==> src/rtl/sequ_serializer_pkg.sv <==
// Shared types for the serializer and the downstream sequence detector.
package seq_pkg;

    typedef enum logic {
        IDLE  = 1'b0,
        SHIFT = 1'b1
    } state_e;

    localparam int DEF_WIDTH = 8;
    localparam int CNT_W     = $clog2(DEF_WIDTH);

    function automatic int cnt_w(input int w);
        return (w < 2) ? 1 : $clog2(w);
    endfunction

endpackage

==> src/rtl/sequ_serializer_if.sv <==
// Word-in / bit-out bundle between stimulus source and serializer.
interface sequ_serializer_if #(
    parameter int WIDTH = 8
);
    logic [WIDTH-1:0] din;
    logic             din_valid;
    logic             din_ready;
    logic             enable;
    logic             data_out;
    logic             bit_valid;
    logic             word_start;
    logic             busy;

    modport master (
        output din, din_valid, enable,
        input  din_ready, data_out, bit_valid, word_start, busy
    );

    modport slave (
        input  din, din_valid, enable,
        output din_ready, data_out, bit_valid, word_start, busy
    );
endinterface

==> src/rtl/sequ_serializer_hold_buf.sv <==
// One-entry valid/ready holding register in front of the shifter.
module ser_hold_buf #(
    parameter int WIDTH = 8
) (
    input  logic             clk,
    input  logic             rst,
    input  logic [WIDTH-1:0] in,
    input  logic             in_valid,
    output logic             in_ready,
    output logic [WIDTH-1:0] out,
    output logic             out_valid,
    input  logic             out_pop
);
    logic [WIDTH-1:0] data_q, data_d;
    logic             full_q, full_d;
    logic             accept;

    // Ready depends only on occupancy, so a pop and a push never collide.
    always_comb begin
        accept = in_valid & ~full_q;
        full_d = accept | (full_q & ~out_pop);
        data_d = accept ? in : data_q;
    end

    always_ff @(posedge clk) begin
        if (rst) begin
            data_q <= '0;
            full_q <= 1'b0;
        end else begin
            data_q <= data_d;
            full_q <= full_d;
        end
    end

    assign in_ready  = ~full_q;
    assign out       = data_q;
    assign out_valid = full_q;
endmodule

==> src/rtl/sequ_serializer.sv <==
// Parallel-to-serial bit source with zero-gap word streaming.
module sequ_serializer
    import seq_pkg::*;
#(
    parameter int WIDTH      = 8,
    parameter bit MSB_FIRST  = 1'b1,
    parameter bit IDLE_LEVEL = 1'b0
) (
    input logic               clk,
    input logic               rst,
    sequ_serializer_if.slave  bus
);
    localparam int            CW   = cnt_w(WIDTH);
    localparam logic [CW-1:0] LAST = CW'(WIDTH - 1);

    state_e           state_q, state_d;
    logic [WIDTH-1:0] sh_q, sh_d;
    logic [CW-1:0]    cnt_q, cnt_d;
    logic             dout_q, dout_d;
    logic             bv_q, bv_d;
    logic             ws_q, ws_d;

    logic [WIDTH-1:0] hold_data;
    logic             hold_full;
    logic             hold_pop;

    ser_hold_buf #(
        .WIDTH(WIDTH)
    ) u_hold (
        .clk      (clk),
        .rst      (rst),
        .in       (bus.din),
        .in_valid (bus.din_valid),
        .in_ready (bus.din_ready),
        .out      (hold_data),
        .out_valid(hold_full),
        .out_pop  (hold_pop)
    );

    function automatic logic head(input logic [WIDTH-1:0] w);
        return MSB_FIRST ? w[WIDTH-1] : w[0];
    endfunction

    function automatic logic [WIDTH-1:0] adv(input logic [WIDTH-1:0] w);
        return MSB_FIRST ? {w[WIDTH-2:0], 1'b0} : {1'b0, w[WIDTH-1:1]};
    endfunction

    always_comb begin
        state_d  = state_q;
        sh_d     = sh_q;
        cnt_d    = cnt_q;
        dout_d   = dout_q;
        bv_d     = 1'b0;
        ws_d     = 1'b0;
        hold_pop = 1'b0;
        case (state_q)
            IDLE: begin
                dout_d = IDLE_LEVEL;
                if (hold_full) begin
                    hold_pop = 1'b1;
                    state_d  = SHIFT;
                    sh_d     = hold_data;
                    cnt_d    = '0;
                    dout_d   = head(hold_data);
                    bv_d     = 1'b1;
                    ws_d     = 1'b1;
                end
            end
            SHIFT: begin
                // A paused cycle keeps every register and only drops bit_valid.
                if (bus.enable) begin
                    if (cnt_q == LAST) begin
                        if (hold_full) begin
                            hold_pop = 1'b1;
                            sh_d     = hold_data;
                            cnt_d    = '0;
                            dout_d   = head(hold_data);
                            bv_d     = 1'b1;
                            ws_d     = 1'b1;
                        end else begin
                            state_d = IDLE;
                            cnt_d   = '0;
                            dout_d  = IDLE_LEVEL;
                        end
                    end else begin
                        sh_d   = adv(sh_q);
                        cnt_d  = cnt_q + CW'(1);
                        dout_d = head(adv(sh_q));
                        bv_d   = 1'b1;
                    end
                end
            end
            default: state_d = IDLE;
        endcase
    end

    always_ff @(posedge clk) begin
        if (rst) begin
            state_q <= IDLE;
            sh_q    <= '0;
            cnt_q   <= '0;
            dout_q  <= IDLE_LEVEL;
            bv_q    <= 1'b0;
            ws_q    <= 1'b0;
        end else begin
            state_q <= state_d;
            sh_q    <= sh_d;
            cnt_q   <= cnt_d;
            dout_q  <= dout_d;
            bv_q    <= bv_d;
            ws_q    <= ws_d;
        end
    end

    assign bus.data_out   = dout_q;
    assign bus.bit_valid  = bv_q;
    assign bus.word_start = ws_q;
    assign bus.busy       = hold_full | (state_q == SHIFT);
endmodule

==> src/flat_wrapper.sv <==
// flat-port wrapper written by rule: the top's interface ports become plain ports
module sequ_serializer_flat import seq_pkg::*;
#(
    parameter int WIDTH      = 8,
    parameter bit MSB_FIRST  = 1'b1,
    parameter bit IDLE_LEVEL = 1'b0
)
  (clk, rst, bus_din, bus_din_valid, bus_enable, bus_din_ready, bus_data_out, bus_bit_valid, bus_word_start, bus_busy);
  sequ_serializer_if #(.WIDTH(WIDTH)) bus_i ();
  input logic clk;
  input logic rst;
  input wire logic [$bits(bus_i.din)-1:0] bus_din;
  input wire logic [$bits(bus_i.din_valid)-1:0] bus_din_valid;
  input wire logic [$bits(bus_i.enable)-1:0] bus_enable;
  output wire logic [$bits(bus_i.din_ready)-1:0] bus_din_ready;
  output wire logic [$bits(bus_i.data_out)-1:0] bus_data_out;
  output wire logic [$bits(bus_i.bit_valid)-1:0] bus_bit_valid;
  output wire logic [$bits(bus_i.word_start)-1:0] bus_word_start;
  output wire logic [$bits(bus_i.busy)-1:0] bus_busy;
  assign bus_i.din = bus_din;
  assign bus_i.din_valid = bus_din_valid;
  assign bus_i.enable = bus_enable;
  assign bus_din_ready = bus_i.din_ready;
  assign bus_data_out = bus_i.data_out;
  assign bus_bit_valid = bus_i.bit_valid;
  assign bus_word_start = bus_i.word_start;
  assign bus_busy = bus_i.busy;
  sequ_serializer #(.WIDTH(WIDTH), .MSB_FIRST(MSB_FIRST), .IDLE_LEVEL(IDLE_LEVEL)) u_core (.clk(clk), .rst(rst), .bus(bus_i));
endmodule
==> config.mk <==
export PLATFORM = sky130hd
export DESIGN_NAME = sequ_serializer_flat
export DESIGN_NICKNAME = d
export VERILOG_FILES = /design/src/rtl/sequ_serializer_pkg.sv /design/src/rtl/sequ_serializer_if.sv /design/src/rtl/sequ_serializer_hold_buf.sv /design/src/rtl/sequ_serializer.sv /design/src/flat_wrapper.sv
export SDC_FILE = /design/constraint.sdc
export NUM_CORES = 1
export LEC_CHECK = 0
export ABC_AREA = 1
export ABC_CLOCK_PERIOD_IN_PS = 1600
export CAP_MARGIN = 20
export CORE_UTILIZATION = 31
export DETAILED_ROUTE_END_ITERATION = 16
export MAX_ROUTING_LAYER = met4
export PLACE_DENSITY_LB_ADDON = 0.25
export SYNTH_ARGS = -nofsm -noshare
export SYNTH_HDL_FRONTEND = slang
export SYNTH_HIERARCHICAL = 1
export SYNTH_SLANG_ARGS = --single-unit
==> constraint.sdc <==
create_clock -name clk -period 1.6 [get_ports clk]
set_input_delay 0.16 -clock clk [delete_from_list [all_inputs] [get_ports clk]]
set_output_delay 0.16 -clock clk [all_outputs]
set_load 0.01 [all_outputs]
# Word-level counts from Yosys, hierarchy flattened
# Index checks and enable logic that the tools add are counted.
[op_classes]
reduce_logical = 1
n_eq_ne = 3
add_sub_neg = 1
mux = 21
n_bitwise = 7
[ops]
columns = ["cell", "count"]
rows = [
  ["8-bit 2-to-1 mux", 3],
  ["8-bit case mux with 2 select lines", 1],
  ["1-bit 2-to-1 mux", 9],
  ["3-bit 2-to-1 mux", 3],
  ["1-bit case mux with 2 select lines", 4],
  ["3-bit case mux with 2 select lines", 1],
  ["2-bit inequality test, second input constant", 2],
  ["3-bit by 1-bit adder with 3-bit output, second input constant", 1],
  ["3-bit equality test, second input constant", 1],
  ["1-bit inverter", 3],
  ["1-bit bitwise AND", 2],
  ["1-bit OR", 2],
  ["2-bit AND reduction", 1],
]
[totals]
in_bits = 12
elab_cells = 41
reg_bits = 24
out_inout_bits = 5

# Depth between registers and ports, before layout
[logic_depth]
word_depth = 7
ltp_mapped = 10

# Modules after synthesis
# The synthesis kept the hierarchy.
[by_module_without_submodules]
columns = ["mod", "instances", "area_each_um2", "seq_area_each_um2", "cells_per_inst"]
rows = [
  ["sequ_serializer", 1, 767.0, 280.3, 121],
  ["ser_hold_buf", 1, 390.4, 180.2, 58],
]

# Worst setup path after synthesis
# OpenSTA, ideal clock, no wires.
[synth_timing]
path_kind = "reg-to-reg"
start = "register u_core.cnt_q[0]"
end = "register u_core.u_hold.full_q, in the netlist u_core/u_hold/out_valid"
path_slack_ps = 233
t_arrival_ps = 1297
path_stages_with_launch = 11
path_cell_list = "dfxtp_1 ha_1 ha_1 inv_1 nand2_2 buf_6 nand3_1 inv_1 inv_1 nand2_1 a21oi_1"
[synth_between]
elab_chain_len = 7
[synth_rtl]
columns = ["element", "line", "source"]
rows = [
  ["start, declared", "sequ_serializer.sv:18", "logic [CW-1:0] cnt_q, cnt_d;"],
  ["start signal, assigned", "sequ_serializer.sv:108", "cnt_q <= cnt_d;"],
  ["3-bit equality test", "sequ_serializer.sv:72", "if (cnt_q == LAST) begin"],
  ["1-bit 2-to-1 mux", "sequ_serializer.sv:72", ""],
  ["1-bit 2-to-1 mux", "sequ_serializer.sv:71", "if (bus.enable) begin"],
  ["1-bit case mux with 2 select lines", "sequ_serializer.sv:56", "case (state_q)"],
  ["via u_core.hold_pop", "sequ_serializer.sv:25", "logic hold_pop;"],
  ["1-bit inverter", "sequ_serializer_hold_buf.sv:21", "full_d = accept | (full_q & ~out_pop);"],
  ["1-bit bitwise AND", "sequ_serializer_hold_buf.sv:21", ""],
  ["1-bit OR", "sequ_serializer_hold_buf.sv:21", ""],
  ["end signal, assigned", "sequ_serializer_hold_buf.sv:31", "full_q <= full_d;"],
  ["end, declared", "sequ_serializer_hold_buf.sv:15", "logic full_q, full_d;"],
]
# The timed path passes the listed nets, and every way through them passes these cells.
# A chain may end at the register's enable or synchronous reset.

# Worst setup path in the final report
[layout_timing]
start = "register u_core.u_hold.full_q, in the netlist u_core/u_hold/out_valid"
end = "output port bus_busy"
[layout_between]
elab_chain_len = 1
[layout_rtl]
columns = ["element", "line", "source"]
rows = [
  ["1-bit OR", "sequ_serializer.sv:118", "assign bus.busy = hold_full | (state_q == SHIFT);"],
  ["end, declared", "flat_wrapper.sv:19", "output wire logic [$bits(bus_i.busy)-1:0] bus_busy;"],
]
# No other way between the ends.

==> impl_metrics.csv <==
group,metric,value,unit
timing,layout_min_cycle_time,1.49,ns
route,vias,1012,
power,p_leak,0.728,nW
timing,period_share,93.2,%
placed_design,place_hpwl,1.61,mm
floorplan,die_w,63.1,um
route,top_layer_used,"met4",
power,power.density,908,nW/um^2
min_path,hp-class,"flip-flop to flip-flop",
worst_setup_path,worstPathArrival,1.33,ns
placed_design,placement.io_buffers,16,
logic_synthesis,avgSynthCellArea,6.47,sq um
timing,tightest_slew,0.302,ns
grt,grt_pass1_wl,4.11,mm
route,drt_iter0_markers,47,
placed_design,gp_congestion,0.790,
finish,diodes,0,
grt,grt_pass1_vias,959,
grt,grt-ovfl-total,0,
finish,final_cell_mix,"nand2_1 (52), nor2_1 (38), inv_1 (28), dfxtp_1 (22), clkdlybuf4s50_1 (16)",
finish,register_area,462,sq um
timing,whs,0.465,ns
worst_setup_path,crit_path_end_kind,"output pin",
route,routed_via_density,4.11,
finish,fin_area,1430,sq um
route,wl,2.17,mm
route,final_antenna_net_count,0,
clock_network,post_cts_buffers,0,
floorplan,start_util,33.4,%
finish,stdcell_count,246,
placed_design,place_area,1370,sq um
route,met3WireLength,95,um
clock_network,cts_tree,"built",
logic_synthesis,syn_inst,179,
timing,rsz0062_at_grt,"false",
finish,fill_cells,421,
status,outcome,"finished, final reports clean",
worst_setup_path,start_kind,"flip-flop",
clock_network,cts.sinks,23,
clock_network,cts-htree-levels,1,
worst_setup_path,required,1.44,ns
timing,fin_tns_setup,0,ns
route,wl_met1,1.15,mm
floorplan,io_pins,17,
route,wl_met2,897,um
grt,track_usage,13.2,%
floorplan,num_rows,21,
finish,nNetsFinal,215,
flow_run,drv_cap,0,
clock_network,cts_resized,0,
clock_network,cts_root_buf,"clkbuf_8",
route,route.detailed.drc,0,
timing,relSlewSlack,79.8,%
finish,utilization,41.1,%
timing,fin_ws,0.109,ns
power,ir_drop,512,uV
worst_setup_path,crit_type,"flip-flop to output pin",
logic_synthesis,syn_area,1160,sq um
floorplan,die_area,3980,sq um
placed_design,post-place-ws,0.164,ns
logic_synthesis,synth_fp_nets,193,
floorplan,core,3470,sq um
logic_synthesis,synth-seq-area-share,39.8,%
clock_network,cts_buffers,3,
grt,antenna_found_initial,0,
route,wl_per_cell,8.80,um
finish,final_layout_size_suffix_gt1_share,10.0,%
worst_setup_path,crit_fanout,5,
route,drtPass1Iterations,4,
finish,multi_input_area,539,sq um
clock_network,holdBufCountCts,0,
grt,grt_max_degree,15,
clock_network,clk_latency,0.26,ns
timing,setup_viol,0,
timing,hold_violations,0,
floorplan,dieHeight,63.1,um
finish,syn_to_final_growth,23.2,%
clock_network,clkSlewWorstSetupHoldPaths,0.08,ns
logic_synthesis,ys_ff_latch,23,
finish,mostFrequentLayoutCell,"nand2_1",
logic_synthesis,ys_warn_count,6,
timing,fmax,671,MHz
power,total_power,1.29,mW
placed_design,placed_cells,242,
logic_synthesis,synth_cell_types,19,
timing,fin_worst_skew,0.00207,ns
clock_network,clock_path_buffers,2,
timing,slew_violations,0,
## final cells by class
cell class	instances	share of cell area [%]
clock inverter	1	0.351
tap	46	4.04
timing repair buffer	21	13.9
multi-input combinational	119	37.8
inverter	33	8.68
sequential	23	32.4
clock buffer	3	2.89
## path summary, 6_finish.rpt
kind | depth (start not counted) | from | slack (ns) | endpoint
worst max-delay path | 3 | u_core/u_hold/out_valid | 0.11 | bus_busy
worst min-delay path | 2 | u_core/cnt_q[0] | 0.47 | u_core/cnt_q[0]
worst max register to register | 9 | u_core/cnt_q[0] | 0.23 | u_core/u_hold/out_valid
worst min register to register | 2 | u_core/cnt_q[0] | 0.47 | u_core/cnt_q[0]
## metal layers
| metal | GRT usage [%] | up-vias |
|---|---|---|
| met1 | 17.2 | 415 |
| met2 | 20.0 | 25 |
| met4 | 2.62 | 0 |
| li1 | - | 570 |
| met3 | 3.80 | 2 |
| met5 | - | - |
## worst max-delay path, cell delays in order, from the launching register on
cell	delay, ns
dfxtp_2	0.37
inv_2	0.07
nand2_4	0.09
clkdlybuf4s50_1	0.53
## cell usage after synthesis (all sizes together)
cell	instances	area share [%]
buf	4	3.4
o21ai	3	1.3
nor2	40	14
dfxtp	23	40
nand3	13	6.7
ha	2	2.2
clkinv	1	0.32
nand4	1	0.54
inv	32	10
a21oi	4	1.7
nand2	55	19
a31oi	1	0.54
## registers in the layout, indices dropped and copies added (netlist names)
| signal | flops |
|---|---|
| u_core/cnt_q | 3 |
| u_core/bus.word_start | 1 |
| u_core/sh_q | 7 |
| u_core/bus.data_out | 1 |
| u_core/u_hold/out_valid | 1 |
| u_core/bus.bit_valid | 1 |
| u_core/state_q | 1 |
| u_core/u_hold/out | 8 |
## report_power, final
part           total [mW]  switching [mW]  internal [mW]
Clock               0.358           0.184          0.174
Combinational       0.294           0.167          0.126
Sequential          0.643          0.0212          0.622
## cell families after synthesis
logic type | after synthesis | synth area share (%)
AO/OA/AOI/OAI | 8 | 3.57
adder cells (fa/ha/maj) | 2 | 2.16
flip-flops | 23 | 39.8
AND/OR/NAND/NOR | 109 | 40.4
buffers and inverters | 37 | 14.1
(Power assumes the default switching activity.)
